### src/rtl/dsp_pkg.sv
// Shared encodings for the dsp_mac_pipe slice: OPMODE bit positions and Z-select codes.
// Latency: none (constants only).
// Backpressure: not applicable.
package dsp_pkg;

  localparam int OP_PREADD  = 0;
  localparam int OP_PRESUB  = 1;
  localparam int OP_ZSEL_LO = 2;
  localparam int OP_ZSEL_HI = 3;
  localparam int OP_POSTSUB = 4;

  localparam logic [1:0] Z_ZERO = 2'b00;
  localparam logic [1:0] Z_C    = 2'b01;
  localparam logic [1:0] Z_P    = 2'b10;
  localparam logic [1:0] Z_PCIN = 2'b11;

endpackage

### src/rtl/dsp_preadd_mult.sv
// Signed pre-adder (D+B, D-B or B) feeding a full-precision signed multiplier.
// Latency: combinational; the caller registers the product.
// Backpressure: none, pure function of its inputs.
module dsp_preadd_mult #(
  parameter int AW = 18,
  parameter int BW = 18
) (
  input  logic [AW-1:0]  a,
  input  logic [BW-1:0]  b,
  input  logic [BW-1:0]  d,
  input  logic           preadd_en,
  input  logic           presub,
  output logic [AW+BW:0] m
);

  localparam int MW = AW + BW + 1;

  logic signed [BW:0]    b_x;
  logic signed [BW:0]    d_x;
  logic signed [BW:0]    pre;
  logic signed [MW-1:0]  pre_x;
  logic signed [MW-1:0]  a_x;

  assign b_x = (BW+1)'($signed(b));
  assign d_x = (BW+1)'($signed(d));

  // One extra bit keeps D+B / D-B exact for any operand pair.
  always_comb begin
    pre = b_x;
    if (preadd_en) begin
      pre = presub ? (d_x - b_x) : (d_x + b_x);
    end
  end

  assign pre_x = MW'(pre);
  assign a_x   = MW'($signed(a));
  assign m     = pre_x * a_x;

endmodule

### src/rtl/dsp_mac_pipe.sv
// Handshaked 3-stage signed MAC: P = Z +/- (pre*A + CARRYIN), with P feedback, optional saturation, sticky overflow.
// Latency: 3 register stages; result valid on the third edge after capture, 1 item/cycle.
// Backpressure: a stalled output (OUT_VALID && !OUT_READY) freezes every stage and drops IN_READY combinationally.
module dsp_mac_pipe
  import dsp_pkg::*;
#(
  parameter int AW     = 18,
  parameter int BW     = 18,
  parameter int CW     = 48,
  parameter int PW     = 48,
  parameter int SAT_EN = 0
) (
  input  logic             CLK,
  input  logic             RST_N,
  input  logic             IN_VALID,
  output logic             IN_READY,
  input  logic [AW-1:0]    A,
  input  logic [BW-1:0]    B,
  input  logic [BW-1:0]    D,
  input  logic [CW-1:0]    C,
  input  logic [PW-1:0]    PCIN,
  input  logic             CARRYIN,
  input  logic [4:0]       OPMODE,
  output logic             OUT_VALID,
  input  logic             OUT_READY,
  output logic [AW+BW:0]   M,
  output logic [PW-1:0]    P,
  output logic [PW-1:0]    PCOUT,
  output logic             OVF,
  output logic             OVF_STICKY,
  input  logic             CLR_STICKY
);

  localparam int MW = AW + BW + 1;

  logic                 en;
  logic                 v1, v2, v3;
  logic [AW-1:0]        a1;
  logic [BW-1:0]        b1, d1;
  logic signed [PW-1:0] c1, pcin1, c2, pcin2;
  logic                 cin1, cin2;
  logic [4:0]           op1, op2;
  logic signed [MW-1:0] m_mult, m2, m3;
  logic signed [PW-1:0] p_q, z, p_nxt;
  logic signed [PW:0]   z_x, m_x, cin_x, s;
  logic                 ovf_c, ovf_q, sticky_q;

  assign en       = !(v3 && !OUT_READY);
  assign IN_READY = en;

  always_ff @(posedge CLK or negedge RST_N) begin
    if (!RST_N) begin
      v1    <= 1'b0;
      a1    <= '0;
      b1    <= '0;
      d1    <= '0;
      c1    <= '0;
      pcin1 <= '0;
      cin1  <= 1'b0;
      op1   <= '0;
    end else if (en) begin
      v1 <= IN_VALID;
      if (IN_VALID) begin
        a1    <= A;
        b1    <= B;
        d1    <= D;
        c1    <= PW'($signed(C));
        pcin1 <= PCIN;
        cin1  <= CARRYIN;
        op1   <= OPMODE;
      end
    end
  end

  dsp_preadd_mult #(.AW(AW), .BW(BW)) u_preadd_mult (
    .a         (a1),
    .b         (b1),
    .d         (d1),
    .preadd_en (op1[OP_PREADD]),
    .presub    (op1[OP_PRESUB]),
    .m         (m_mult)
  );

  always_ff @(posedge CLK or negedge RST_N) begin
    if (!RST_N) begin
      v2    <= 1'b0;
      m2    <= '0;
      c2    <= '0;
      pcin2 <= '0;
      cin2  <= 1'b0;
      op2   <= '0;
    end else if (en) begin
      v2 <= v1;
      if (v1) begin
        m2    <= m_mult;
        c2    <= c1;
        pcin2 <= pcin1;
        cin2  <= cin1;
        op2   <= op1;
      end
    end
  end

  // Post-adder at PW+1 bits: wide enough that the top two bits disagree exactly on overflow.
  always_comb begin
    z = '0;
    case (op2[OP_ZSEL_HI:OP_ZSEL_LO])
      Z_ZERO:  z = '0;
      Z_C:     z = c2;
      Z_P:     z = p_q;
      Z_PCIN:  z = pcin2;
      default: z = '0;
    endcase
    z_x   = (PW+1)'(z);
    m_x   = (PW+1)'(m2);
    cin_x = {{PW{1'b0}}, cin2};
    s     = op2[OP_POSTSUB] ? (z_x - (m_x + cin_x)) : (z_x + m_x + cin_x);
    ovf_c = s[PW] ^ s[PW-1];
    p_nxt = s[PW-1:0];
    if ((SAT_EN != 0) && ovf_c) begin
      p_nxt = s[PW] ? {1'b1, {(PW-1){1'b0}}} : {1'b0, {(PW-1){1'b1}}};
    end
  end

  // P, M and OVF only move with a real item so feedback accumulation survives bubbles.
  always_ff @(posedge CLK or negedge RST_N) begin
    if (!RST_N) begin
      v3    <= 1'b0;
      p_q   <= '0;
      m3    <= '0;
      ovf_q <= 1'b0;
    end else if (en) begin
      v3 <= v2;
      if (v2) begin
        p_q   <= p_nxt;
        m3    <= m2;
        ovf_q <= ovf_c;
      end
    end
  end

  always_ff @(posedge CLK or negedge RST_N) begin
    if (!RST_N) begin
      sticky_q <= 1'b0;
    end else if (en && v2 && ovf_c) begin
      sticky_q <= 1'b1;
    end else if (CLR_STICKY) begin
      sticky_q <= 1'b0;
    end
  end

  assign OUT_VALID  = v3;
  assign M          = m3;
  assign P          = p_q;
  assign PCOUT      = p_q;
  assign OVF        = ovf_q;
  assign OVF_STICKY = sticky_q;

endmodule

### config.mk
export PLATFORM = sky130hd
export DESIGN_NAME = dsp_mac_pipe
export DESIGN_NICKNAME = d
export VERILOG_FILES = /design/src/rtl/dsp_pkg.sv /design/src/rtl/dsp_preadd_mult.sv /design/src/rtl/dsp_mac_pipe.sv
export SDC_FILE = /design/constraint.sdc
export NUM_CORES = 2
export LEC_CHECK = 0
export CORE_ASPECT_RATIO = 1.75
export CORE_MARGIN = 5
export CORE_UTILIZATION = 50
export CTS_CLUSTER_SIZE = 14
export DETAILED_ROUTE_END_ITERATION = 10
export PLACE_DENSITY = 0.67
export RECOVER_POWER = 25
export SLEW_MARGIN = 20
export SYNTH_ARGS = -nofsm -noshare
export SYNTH_HDL_FRONTEND = slang
export SYNTH_SLANG_ARGS = --single-unit
export TNS_END_PERCENT = 50
### constraint.sdc
create_clock -name CLK -period 12.55 [get_ports CLK]
set_input_delay 3.765 -clock CLK [delete_from_list [all_inputs] [get_ports CLK]]
set_output_delay 3.765 -clock CLK [all_outputs]
set_load 0.01 [all_outputs]
Word-level counts from Yosys, hierarchy flattened

Index checks and enable logic that the tools add are counted.
W data, S select, Z words.

Flip-flop bits (word level): 385
Output and inout bits: 137
Logic and storage cells: 47

Add/sub/neg operators: 6
Multipliers: 1
Equality and inequality tests: 3
Multiplexer cells: 6
Bitwise operators: 2
Reduce and logical (&&, ||, !) cells: 10

Operator list:

| cell                 | count |
|---|---|
| $pmux W48 S4         | 1 |
| $add A48 B37 Y49     | 1 |
| $add A49 B2 Y49      | 1 |
| $mux W49             | 1 |
| $sub A48 B38 Y49     | 1 |
| $add A37 B2 Y38      | 1 |
| $mux W19             | 2 |
| $mul A19 B18 Y37     | 1 |
| $add A18 B18 Y19     | 1 |
| $sub A18 B18 Y19     | 1 |
| $reduce_and A2 Y1    | 3 |
| $eq A2 B2 Y1 const B | 2 |
| $logic_and A1 B1 Y1  | 3 |
| $eq A2 B1 Y1 const B | 1 |
| $logic_not A1 Y1     | 2 |
| $logic_not A2 Y1     | 1 |
| $mux W1              | 2 |
| $reduce_bool A2 Y1   | 1 |
| $not A1 Y1           | 1 |
| $xor A1 B1 Y1        | 1 |

Logic depth before layout (Yosys ltp)

Word-level depth: 8
Depth in mapped cells: 41
Gate-level depth less buffers: 40

Modules after synthesis

Synthesis repeated with hierarchy kept, for this count alone.

Cells, all modules: 3860
Area total of the unflattened synthesis: 36876.6 µm²

Modules (own cells, without submodules):

| module          | times used | cells each | area an instance (µm²) | seq. area each (µm²) |
|---|---|---|---|---|
| dsp_mac_pipe    | 1          | 2209       | 22532.9                | 9584.2 |
| dsp_preadd_mult | 1          | 1651       | 14343.8                | 0.0 |

Worst setup path before layout

OpenSTA, ideal clock, no wires.

Path type: flip-flop to flip-flop
Start: register op1[1]
End: register m2[36]
Library setup time: 0.130 ns
Arrival: 9.132 ns
Required time: 12.420 ns
Setup slack: 3.288 ns
Stages on the path, launching flop included: 38
Buffers on the path: 3
Cells stage by stage: dfrtp_1 clkbuf_1 buf_1 mux2i_1 fa_1 a21o_1 a21oi_1 o21bai_1 a2111o_1 a31oi_1 nor2_1 o21ai_0 o21ai_0 xnor2_1 mux2i_1 clkbuf_1 nand2_1 fa_1 [2 not listed] fa_1 fa_1 fa_1 inv_1 fa_1 inv_1 ha_1 a21o_1 a21o_1 a21oi_1 o211ai_1 o311a_1 o41a_1 a41o_1 or4_1 a31oi_1 xnor2_1 o21ai_1

Cells in the longest elaborated chain, start to end: 3

RTL lines:

| what                   | RTL line              | source |
|---|---|---|
| from (decl)            | dsp_mac_pipe.sv:42    | `logic [4:0] op1, op2;` |
| from (signal assigned) | dsp_mac_pipe.sv:60    | `op1 <= '0;` |
| from (signal assigned) | dsp_mac_pipe.sv:70    | `op1 <= OPMODE;` |
| $mux W19               | dsp_preadd_mult.sv:31 | `pre = presub ? (d_x - b_x) : (d_x + b_x);` |
| $mux W19               | dsp_preadd_mult.sv:30 | `if (preadd_en) begin` |
| $mul A19 B18 Y37       | dsp_preadd_mult.sv:37 | `assign m = pre_x * a_x;` |
| to (signal assigned)   | dsp_mac_pipe.sv:95    | `m2 <= m_mult;` |
| to (decl)              | dsp_mac_pipe.sv:43    | `logic signed [MW-1:0] m_mult, m2, m3;` |

Every way passes these cells.
A chain may end at the register's enable or synchronous reset.

Worst setup path in the final report

Start: register b1[2]
End: register m2[36]

Cells in the longest elaborated chain, start to end: 4
Elaborated cells between the ends (all ways): 5
Classes of those cells: 2 x add/sub; 1 x mul; 2 x mux

RTL lines:

| what                                                        | RTL line              | source |
|---|---|---|
| from (decl)                                                 | dsp_mac_pipe.sv:39    | `logic [BW-1:0] b1, d1;` |
| from (signal assigned)                                      | dsp_mac_pipe.sv:55    | `b1 <= '0;` |
| from (signal assigned)                                      | dsp_mac_pipe.sv:65    | `b1 <= B;` |
| $add A18 B18 Y19 / $sub A18 B18 Y19 (equally long branches) | dsp_preadd_mult.sv:31 |  |
| $mux W19                                                    | dsp_preadd_mult.sv:31 |  |
| $mux W19 (*)                                                | dsp_preadd_mult.sv:30 |  |
| $mul A19 B18 Y37 (*)                                        | dsp_preadd_mult.sv:37 |  |

Every way passes the cells marked *; elsewhere a longest branch is shown, timed or not.

==> out/results.tsv <==
metric	value	unit
HP Class	flop to flop	
via count	27300	
status	finished, violations left	
Tmin final	10.92	ns
grt total ovfl	0	
largest net degree at the start of global routing	155	
CP endpoint kind	flop	
post-synth top area cell	dfrtp_1	
Storage cell area	0.00959	mm²
Peak Freq	91.6	MHz
Worst Max-Slew Pin Slew	5.50	ns
Post-DP Area	0.0399	mm²
clock slew at reported path FFs	0.06	ns
PnR worst setup slack	1.63	ns
Layout Utilization	56.8	%
count leader, synth	inv_1	
Setup TNS	0	ns
row count	131	
failing checks	capacitance limit, slew limit	
placed wire-length estimate	76500	µm
Final nets	4738	
vias in the first global route	29000	
Gate Count Post-Synth	3831	
drc violations	0	
Yosys warnings	0	
Seq cells post-synth	383	
Worst-Skew Late Latency	0.58	ns
layout cells sized above 1	11.4	%
Die Y	367	µm
total wire length	96400	µm
pre-CTS setup slack	1.72	ns
Yosys cell types	86	
final hold vios	0	
antenna violations before repair	1	
EDFF count, synth	0	
core area	0.0726	mm²
post-CTS setup buffer count	0	
main area contributors after synthesis	dfrtp_1 26%, fa_1 19%, mux2_2 9.8%	
Die W	214	µm
most used flip-flop cell after synthesis	dfrtp_1	
Reg2Reg Depth	35	
CTS Sinks	383	
critical path's slowest cell	nor4_4	
unrepaired setup endpoints after global routing	no	
Ports	298	
drt initial violations	1494	
CTS tree	built	
First-pass DRT Iterations	8	
Most common cell on crit path	fa_1	
Hold Crit Depth	2	
ys async rst share	100	%
# setup viols final	0	
startpoint types	flop	
WL/cell	19.5	µm
I/O Buffers	297	
critical path peak fanout	17	
CP peak stage delay	0.88	ns
Clock Path Buffers	3	
Layout area overhead	12.9	%
die footprint	0.0787	mm²
clk root buf	clkbuf_16	
gr usage total	24.3	%
Final Wtd Congestion	0.946	
TritonCTS Buffers	38	
CTS resizes	0	
Multi-input gate area	0.0238	mm²
WS Path Type	flop to flop	
WP data required	12.98	ns
Synth Net Count	4589	
H-tree lvl count	2	
design area	0.0412	mm²
first-pass GRT wire length	155000	µm
crit path DAT	11.35	ns
Starting Density	50.3	%
sequential fraction of the synthesis area	26.3	%
Avg Cell Area, Syn	9.53	µm²
via/cell ratio	5.52	
Post-Syn Area	0.0365	mm²
FILL cells	6550	
post-route clock period utilization	87.0	%
synth cell count leaders	578 x inv_1, 437 x nand2_1, 383 x dfrtp_1, 343 x fa_1, 317 x mux2_2	
# Max-Cap Violations	2	
Synth top area share	26.3	%
# hold bufs at CTS	0	
final setup skew	0.0184	ns
Slew Viols, Final	165	
Max-slew headroom	-267	%
post-route ant nets	0	
critical path: cells and delay by family (launching register included):
kind / cells / cell delay, ns
adder cells (fa/ha/maj): 8 / 3.73
AO/OA/AOI/OAI: 13 / 3.28
AND/OR/NAND/NOR: 8 / 2.82
flip-flops: 1 / 0.44
XOR/XNOR: 2 / 0.30
buffers and inverters: 4 / 0.20
per-stage QoR:
step | hold slack (ns) | cells
finish | 0.474 | 4942
global placement | 0.459 | 4871
CTS | 0.477 | 4941
floorplan | 0.451 | 3831
global route | 0.512 | 4942
detailed placement | 0.462 | 4871
state kept, by name, summed over array words and instances, names as in the netlist, 3 cells and up:
register	flops
M	37
P	48
a1	18
b1	18
c1	48
c2	48
d1	18
m2	37
op1	5
op2	3
pcin1	48
pcin2	48
placed cells by master (no fill, tap or decap), drive strengths merged, types with 8 or more instances in the layout:
cell           Yosys  final
buf               71     22
or3                9      9
a22oi             48     48
clkinv             3     11
or2               10     10
nor2             145    145
mux2             317    317
a21oi            164    164
clkdlybuf4s50      0    295
o21ai            162    162
inv              578    579
a31oi             22     22
clkbuf           140     59
nor4              12     12
fa               343    343
o31ai             14     14
o211ai            12     12
o21a              10     10
o21bai            32     32
ha               254    254
a211oi            15     15
and2             133    133
dfrtp            383    383
mux2i             14     14
xor2              34     34
and3              11     11
xnor2            121    121
o2111ai            8      8
a21boi            11     11
nand3             25     25
nand4             19     19
nor3              36     36
nand2            437    437
a21o              69     69
nand2b            31     31
nor2b             50     50
worst paths after layout:
kind                            slack, ns         startpoint                 end
max in group asynchronous            2.67              RST_N  a1[14]$_DFFE_PN0P_
worst min register to register       0.47   M[3]$_DFFE_PN0P_    M[3]$_DFFE_PN0P_
worst min-delay path                 0.47   M[3]$_DFFE_PN0P_    M[3]$_DFFE_PN0P_
worst max-delay path                 1.63  b1[2]$_DFFE_PN0P_  m2[36]$_DFFE_PN0P_
min in group asynchronous            5.17              RST_N   m2[2]$_DFFE_PN0P_
worst max register to register       1.63  b1[2]$_DFFE_PN0P_  m2[36]$_DFFE_PN0P_
cell families after synthesis:
| kind of cell | Yosys count | share of synthesized area, % |
|---|---|---|
| buf+inv | 792 | 8.74 |
| flops | 383 | 26.3 |
| simple gates | 934 | 12.0 |
| xor+xnor | 155 | 3.72 |
| mux | 331 | 10.2 |
| fa+ha+maj | 597 | 27.5 |
| compound gates | 639 | 11.6 |
final cells by class:
class / count / area share [%]
Tap cell: 931 / 2.83
Clock inverter: 13 / 0.419
Multi-Input combinational cell: 2656 / 57.8
Timing Repair Buffer: 320 / 7.64
Antenna cell: 1 / 0.00607
Inverter: 581 / 5.29
Clock buffer: 57 / 2.77
Sequential cell: 383 / 23.3
layer usage:
layer / track usage, % / wire, µm
met5: 0 / 0
met4: 9.73 / 4250
met3: 2.70 / 3620
met2: 46.1 / 51300
met1: 27.6 / 37300
Power is not shown: default switching activity piles up to over one toggle a cycle in this logic, so the estimate is an artifact.
